`config.mk`:
```
export PLATFORM = sky130hd
export DESIGN_NAME = alu_seq
export DESIGN_NICKNAME = d
export VERILOG_FILES = /design/src/rtl/alu_pkg.sv /design/src/rtl/alu_mul_iter.sv /design/src/rtl/alu_seq.sv
export SDC_FILE = /design/constraint.sdc
export NUM_CORES = 1
export LEC_CHECK = 0
export ABC_AREA = 1
export CORE_ASPECT_RATIO = 1.2
export CORE_UTILIZATION = 50
export CTS_BUF_LIST = sky130_fd_sc_hd__clkbuf_16
export DETAILED_ROUTE_END_ITERATION = 10
export HOLD_SLACK_MARGIN = 0.03
export PLACE_DENSITY = 0.71
export SYNTH_ARGS = -nofsm -noshare
export SYNTH_HDL_FRONTEND = slang
export SYNTH_SLANG_ARGS = --single-unit
```
`constraint.sdc`:
```
create_clock -name clk -period 3.8 [get_ports clk]
set_input_delay 0.95 -clock clk [delete_from_list [all_inputs] [get_ports clk]]
set_output_delay 0.95 -clock clk [all_outputs]
set_load 0.005 [all_outputs]
```
`src/rtl/alu_pkg.sv`:
```
// Shared definitions for the sequential ALU: opcode encodings and FSM state type.
// Latency: n/a (package only).
// Backpressure: n/a (package only).
package alu_pkg;

    // Opcode encoding carried over unchanged from the combinational ALU.
    localparam logic [3:0] ALUOP_AND = 4'b0000;
    localparam logic [3:0] ALUOP_OR  = 4'b0001;
    localparam logic [3:0] ALUOP_ADD = 4'b0010;
    localparam logic [3:0] ALUOP_MUL = 4'b0011;
    localparam logic [3:0] ALUOP_LT  = 4'b0100;
    localparam logic [3:0] ALUOP_XOR = 4'b0101;
    localparam logic [3:0] ALUOP_SUB = 4'b0110;
    localparam logic [3:0] ALUOP_SRL = 4'b1000;
    localparam logic [3:0] ALUOP_SLL = 4'b1001;
    localparam logic [3:0] ALUOP_SRA = 4'b1010;

    typedef enum logic [1:0] {
        IDLE = 2'd0,
        BUSY = 2'd1,
        DONE = 2'd2
    } alu_state_t;

endpackage

```
`src/rtl/alu_mul_iter.sv`:
```
// Iterative shift-add multiplier: low WIDTH bits of an unsigned product.
// Latency: start at edge N, done asserted during the cycle before edge N+WIDTH.
// Backpressure: none; the caller must capture product while done is high.
// Ports: clk, resetn (async active-low), start (load operands), mcand_in/mplier_in
//        (operands), done (final iteration this cycle), product (valid with done).
module alu_mul_iter
    import alu_pkg::*;
#(
    parameter int WIDTH = 32,
    parameter int SHW   = $clog2(WIDTH)
) (
    input  logic             clk,
    input  logic             resetn,
    input  logic             start,
    input  logic [WIDTH-1:0] mcand_in,
    input  logic [WIDTH-1:0] mplier_in,
    output logic             done,
    output logic [WIDTH-1:0] product
);

    logic [WIDTH-1:0] mcand;
    logic [WIDTH-1:0] mplier;
    logic [WIDTH-1:0] acc;
    logic [SHW-1:0]   count;
    logic             active;

    // Product includes the current iteration's partial term, so the final
    // step's sum can be taken directly without an extra settle cycle.
    assign product = acc + (mplier[0] ? mcand : '0);
    assign done    = active && (count == SHW'(WIDTH - 1));

    always_ff @(posedge clk or negedge resetn) begin
        if (!resetn) begin
            mcand  <= '0;
            mplier <= '0;
            acc    <= '0;
            count  <= '0;
            active <= 1'b0;
        end else if (start) begin
            mcand  <= mcand_in;
            mplier <= mplier_in;
            acc    <= '0;
            count  <= '0;
            active <= 1'b1;
        end else if (active) begin
            acc    <= product;
            mcand  <= mcand << 1;
            mplier <= mplier >> 1;
            count  <= count + 1'b1;
            if (done) begin
                active <= 1'b0;
            end
        end
    end

endmodule

```
`src/rtl/alu_seq.sv`:
```
// Handshaked ALU with registered result/zero; optional iterative MUL (macro ALU_SEQ_MUL_EN).
// Latency: single-cycle ops valid after the accepting edge; MUL valid WIDTH edges after accept.
// Backpressure: in_ready drops while multiplying or while a result waits for out_ready.
// Ports: clk, resetn (async active-low); in_valid/in_ready with op1, op2, alu_op;
//        out_valid/out_ready with result, zero; busy flags a multiply in flight.
module alu_seq
    import alu_pkg::*;
#(
    parameter int WIDTH = 32,
    parameter int SHW   = $clog2(WIDTH)
) (
    input  logic             clk,
    input  logic             resetn,
    input  logic             in_valid,
    output logic             in_ready,
    input  logic [WIDTH-1:0] op1,
    input  logic [WIDTH-1:0] op2,
    input  logic [3:0]       alu_op,
    output logic             out_valid,
    input  logic             out_ready,
    output logic [WIDTH-1:0] result,
    output logic             zero,
    output logic             busy
);

    alu_state_t       state;
    logic             accept;
    logic [SHW-1:0]   shamt;
    logic [WIDTH-1:0] comb_res;

    assign in_ready = (state == IDLE) || ((state == DONE) && out_ready);
    assign accept   = in_valid && in_ready;
    assign shamt    = op2[SHW-1:0];

    // Single-cycle datapath. MUL and unknown opcodes land in default (zero).
    always_comb begin
        comb_res = '0;
        case (alu_op)
            ALUOP_AND: comb_res = op1 & op2;
            ALUOP_OR:  comb_res = op1 | op2;
            ALUOP_ADD: comb_res = op1 + op2;
            ALUOP_LT:  comb_res = {{(WIDTH-1){1'b0}}, ($signed(op1) < $signed(op2))};
            ALUOP_XOR: comb_res = op1 ^ op2;
            ALUOP_SUB: comb_res = op1 - op2;
            ALUOP_SRL: comb_res = op1 >> shamt;
            ALUOP_SLL: comb_res = op1 << shamt;
            ALUOP_SRA: comb_res = $unsigned($signed(op1) >>> shamt);
            default:   comb_res = '0;
        endcase
    end

`ifdef ALU_SEQ_MUL_EN
    logic             is_mul;
    logic             mul_start;
    logic             mul_done;
    logic [WIDTH-1:0] mul_product;

    assign is_mul    = (alu_op == ALUOP_MUL);
    assign mul_start = accept && is_mul;
    assign busy      = (state == BUSY);

    alu_mul_iter #(
        .WIDTH (WIDTH),
        .SHW   (SHW)
    ) u_mul (
        .clk       (clk),
        .resetn    (resetn),
        .start     (mul_start),
        .mcand_in  (op1),
        .mplier_in (op2),
        .done      (mul_done),
        .product   (mul_product)
    );
`else
    assign busy = 1'b0;
`endif

    always_ff @(posedge clk or negedge resetn) begin
        if (!resetn) begin
            state     <= IDLE;
            out_valid <= 1'b0;
            result    <= '0;
            zero      <= 1'b1;
        end else begin
            case (state)
                // A new accept in DONE implies out_ready, so the old result is
                // consumed on the same edge the new operation is taken.
                IDLE, DONE: begin
                    if (accept) begin
`ifdef ALU_SEQ_MUL_EN
                        if (is_mul) begin
                            state     <= BUSY;
                            out_valid <= 1'b0;
                        end else
`endif
                        begin
                            state     <= DONE;
                            out_valid <= 1'b1;
                            result    <= comb_res;
                            zero      <= (comb_res == '0);
                        end
                    end else if ((state == DONE) && out_ready) begin
                        state     <= IDLE;
                        out_valid <= 1'b0;
                    end
                end
`ifdef ALU_SEQ_MUL_EN
                BUSY: begin
                    if (mul_done) begin
                        state     <= DONE;
                        out_valid <= 1'b1;
                        result    <= mul_product;
                        zero      <= (mul_product == '0);
                    end
                end
`endif
                default: begin
                    state     <= IDLE;
                    out_valid <= 1'b0;
                end
            endcase
        end
    end

endmodule

```
# Yosys cells after proc, flatten, opt, wreduce, memory -nomap -nowiden
# Cells that the tools add are included.
[word_totals] in_bits=72 regBits=36 output_inout_bits=36
[classes] n_reduce_logical=8 magnitude_cmp=1 bitwise_logic=3 n_addsub=2 n_eq_ne=10 shifts=3 n_mux=7
[ops] operator="$pmux 32 s9" n=1
[ops] operator="$add 32x32->32" n=1
[ops] operator="$and 32x32->32" n=1
[ops] operator="$logic_not 32->1" n=1
[ops] operator="$lt 32x32->1" n=1
[ops] operator="$or 32x32->32" n=1
[ops] operator="$shl 32x5->32" n=1
[ops] operator="$shr 32x5->32" n=1
[ops] operator="$sshr 32x5->32" n=1
[ops] operator="$sub 32x32->32" n=1
[ops] operator="$xor 32x32->32" n=1
[ops] operator="$eq 4x3->1 const B" n=3
[ops] operator="$eq 4x4->1 const B" n=3
[ops] operator="$mux 2" n=3
[ops] operator="$eq 4x1->1 const B" n=1
[ops] operator="$eq 4x2->1 const B" n=1
[ops] operator="$logic_not 4->1" n=1
[ops] operator="$mux 1" n=3
[ops] operator="$ne 3x3->1 const B" n=1
[ops] operator="$eq 2x2->1 const B" n=1
[ops] operator="$logic_and 1x1->1" n=2
[ops] operator="$logic_not 2->1" n=1
[ops] operator="$reduce_and 2->1" n=1
[ops] operator="$reduce_or 2->1" n=1
[ops] operator="$logic_or 1x1->1" n=1

# Logic depth before layout (Yosys ltp)
# Gate-level depths: netlist of run 1.
[depth] depth_word=6 mapped_depth=23 mapped_depth_nobuf=21

# Worst setup path before layout of run 1
# OpenSTA, ideal clock, no wires.
[synth_timing] kind="input to register" from="input port op2[4]" to="register zero" setup_time_ns=0.070 arrival_ns=3.161 path_buffers=2 path_slack_ns=0.569 path_stages=19 path_cell_list="buf_2 inv_1 buf_1 ha_1 nor2_1 nand3_1 nand3_1 nand2_1 nand2_1 nand2_1 nand3_1 o21ai_0 nor2_1 nand2_1 nor2_1 nand2_1 nor2_1 nand2_1 o21bai_2"
[synth_via] elab_chain_cells=3
[synth_lines] element="from (decl)" line="alu_seq.sv:17" text="input logic [WIDTH-1:0] op2,"
[synth_lines] element="$sub 32x32->32, or another cell as far along" line="alu_seq.sv:44" text="ALUOP_SUB: comb_res = op1 - op2;"
[synth_lines] element="$pmux 32 s9 (*)" line="alu_seq.sv:38" text="case (alu_op)"
[synth_lines] element="$logic_not 32->1 (*)" line="alu_seq.sv:100" text="zero <= (comb_res == '0);"
[synth_lines] element="to (signal assigned)" line="alu_seq.sv:100"
[synth_lines] element="to (decl)" line="alu_seq.sv:22" text="output logic zero,"
# Mark *: on every way between the ends. The rest lies on a longest branch, timed or not.
# A chain may end at the register's enable or synchronous reset.

# Worst setup path after layout of run 1
[layout_timing] from="input port op1[0]" to="register zero"
[layout_via] elab_chain_cells=3
[layout_lines] element="from (decl)" line="alu_seq.sv:16" text="input logic [WIDTH-1:0] op1,"
[layout_lines] element="$sub 32x32->32, or another cell as far along" line="alu_seq.sv:44"
[layout_lines] element="$pmux 32 s9 (*)" line="alu_seq.sv:38"
[layout_lines] element="$logic_not 32->1 (*)" line="alu_seq.sv:100"
# Marked as above.

==> results of run 1 <==
[worst max-delay path, stage by stage]
cell             delay [ns]
clkdlybuf4s50_1        0.52
inv_1                  0.08
ha_1                   0.24
fa_1                   0.41
inv_1                  0.11
nand3_1                0.10
nand3_2                0.14
nand2_1                0.09
nand2_1                0.09
buf_4                  0.15
nand2_1                0.07
nand2_1                0.06
nand2_1                0.04
nand3_1                0.06
nand4_1                0.23
nor2_1                 0.17
nand2_1                0.07
nor2_2                 0.13
nand2_1                0.12
o21bai_2               0.12
[registers in the layout, summed over array words and instances (netlist names)]
signal	cells
zero	1
result	32
out_valid	1
[cells in the final DEF, fill, tap and decap left out, types with 2 or more instances in the layout]
cell type	count
inv_1	347
nor2_1	183
nand4_1	25
a31oi_1	10
clkdlybuf4s50_1	103
clkbuf_16	5
o21ai_1	16
and2_1	5
buf_4	232
buf_12	9
nor3_2	2
o22ai_1	19
o21ai_0	36
o21a_1	4
nor2_4	2
nand2_4	10
nor3_1	17
or2_2	2
inv_2	15
nand3_1	467
nor2_2	33
buf_2	3
o21bai_1	6
dfrtp_1	33
nand3_2	18
o211ai_1	15
nand2_2	29
nand3b_1	2
fa_1	2
ha_1	90
a21oi_1	61
ha_2	11
nand2_1	790
[timing repair]
| item | in CTS | in global routing |
|---|---|---|
| resized for setup | 0 | 55 |
| buffers inserted | 0 | 1 |
| setup endpoints to repair | 0 | 2 |
[layer usage]
| layer | GRT usage | up-vias | share of wire |
|---|---|---|---|
| met5 | 0 | - | 0 |
| met3 | 0.1061 | 326 | 0.12 |
| met2 | 0.7630 | 1220 | 0.43 |
| met4 | 0.3585 | 0 | 0.086 |
| li1 | - | 7996 | - |
| met1 | 0.5781 | 7833 | 0.36 |
[power breakdown]
| group | internal, uW | switching (uW) |
|---|---|---|
| combinational | 841 | 1360 |
| clock | 237 | 163 |
| sequential | 419 | 41.3 |
| total | 1500 | 1560 |
[cell families after synthesis]
kind of cell    count (synthesis)  share of synthesized area
other cells                     1                  0.0003119
fa+ha+maj                     104                     0.1095
simple gates                 1589                     0.5771
compound gates                171                    0.08086
xor+xnor                        2                   0.001457
flops                          34                    0.07087
buf+inv                       468                     0.1600
[path summary, 6_finish.rpt]
kind	end	slack, ns	cells past startpoint
setup / recovery	zero	0.07	20
hold / removal	result[6]	0.48	2
setup reg to reg	result[12]	2.31	6
hold reg to reg	result[6]	0.48	2
max in group asynchronous	zero	2.36	2
min in group asynchronous	result[20]	1.09	2
[area by class of cell]
type / instances / area share
Clock inverter: 3 / 0.0008268
Sequential cell: 34 / 0.05630
Timing Repair Buffer: 347 / 0.1961
Inverter: 362 / 0.08995
Multi-Input combinational cell: 1867 / 0.6225
Tap cell: 315 / 0.02604
Clock buffer: 5 / 0.008268
[through the flow]
stage | std cells | hold slack [ns]
floorplan | 2369 | 0.4725
global placement | 2924 | 0.4650
detailed placement | 2924 | 0.4643
CTS | 2932 | 0.4796
global route | 2933 | 0.5020
finish | 2933 | 0.4753
==> results by group, run 1 <==
Logic synthesis
  – Post-synth EDFFs: 0
  – Largest area contributor in the netlist: nand2_1
  – Post-synthesis sequential area ratio: 0.07087
  – Syn. warnings: 0
  – Netlist cell types: 45
  – Ys flop type: dfrtp_1
  – Top-count cell post-synth: nand2_1
  – Post-synth top area share: 0.2485
  – Syn_nets: 2545
  – #FFs+latches synth: 34
  – Synth Instances: 2369
  – Post-Syn Area: 12020 um^2
  – Async SR Flop Fraction: 1.000
  – Syn avg cell area: ~5 um^2
  – Most frequent cells after synthesis: 796 x nand2_1, 473 x nand3_1, 347 x inv_1
  – Top cells by area, synth: nand2_1 25%, nand3_1 20%, inv_1 11%, ha_1 11%, dfrtp_1 6.9%

Layout
  – Filler Cells Inserted: 2398
  – Finished Cell Area: approximately 15000 um^2
  – Share of post-route cells with drive strength above 1: 0.1448
  – Storage element area: ~850 um^2
  – Diodes inserted: 0
  – Area of the multi-input gates: 9420 um^2
  – Layout area overhead: 25.87%
  – Nets: 2793
  – Post-Route Utilization: 0.6480

Floorplan
  – Initial Util: 0.5148
  – Die Area: 24670 um^2
  – Num rows: 61
  – CORE AREA: 23350 um^2
  – Height of the die: 171.9 um
  – Boundary Pins: around 110
  – Die Wd: 143.6 um

Routing
  – DRT antenna net count: 0
  – Via count: 17380
  – DRC errors left: 0
  – Vias per cell: between 5 and 6
  – Wirelength, routed: 60250 um
  – WL per Instance: 20.54 um
  – DRC violation total after the first TritonRoute iteration: 2149
  – TritonRoute pass-1 iters: 8

GRT
  – Largest net degree at the start of global routing: 71
  – Gr usage total: 0.4848
  – First-pass GRT wire length: ~90000 um
  – Grt total ovfl: 0
  – Initial antenna violation count: 0
  – Vias in the first global route: 16060

STA
  – Min Tclk post-route: 3.729 ns
  – Clk_skew: roughly 0.0038 ns
  – Final Setup Violations: 0
  – Fin crit share: 0.9814
  – Slew of the pin with the lowest slew margin: just under 0.6 ns
  – Setup TNS Final: 0 ns
  – FMAX: 0.2681 GHz
  – Final number of hold-violating endpoints: 0
  – Slew Limit Fails: 0
  – Final WS setup: 0.07068 ns
  – Slew margin rel.: 0.6081

Setup path
  – Worst Setup End Kind: register
  – Crit path from: op1[0]
  – Critical path required time: 4.03 ns
  – Crit path DAT: 3.96 ns
  – CP startpoint kind: input port
  – RR Startpoint: out_valid
  – Crit path max fanout: 4
  – CP Class: input port to register

Placed design
  – RD Place Congestion: 1.132
  – IO Port Bufs: 106
  – Dpl hpwl: 49780 um
  – Worst slack, placed: -0.2675 ns
  – Placed cell area: 14820 um^2

Power
  – Max VDD drop: 0.0001763 V
  – Overall Power: 3058 uW
  – LEAKAGE: 0.008602 uW
  – Cell Pwr Density: 202.1 nW/um^2

Clocking
  – Clk Tree Root Cell: clkbuf_16
  – Clock latency on the worst-skew pair: 0.29 ns
  – CTS tree: done
  – Clk slew on worst S/H paths: about 0.060 ns
  – Post-CTS Hold Fix Bufs: 0
  – Clock buffer depth: 2
  – Num CTS Buffers: 5
  – CTS sink cnt: 34
  – H-tree levels: 2

Worst hold path
  – Hold wc startpoint: result[6]
  – Worst Hold Class: register to register

Run status
  – Status: finished, final reports clean

Job
  – MaxCap Viol Count: 0
Note: power is estimated with default switching activity, not from simulation.
==> run 2, diff against run 1 <==
Settings changed: CTS_CLUSTER_SIZE from default to 14.
==> results of run 2 <==
Same layout as run 1: the final DEF is identical, and so are final timing and power.
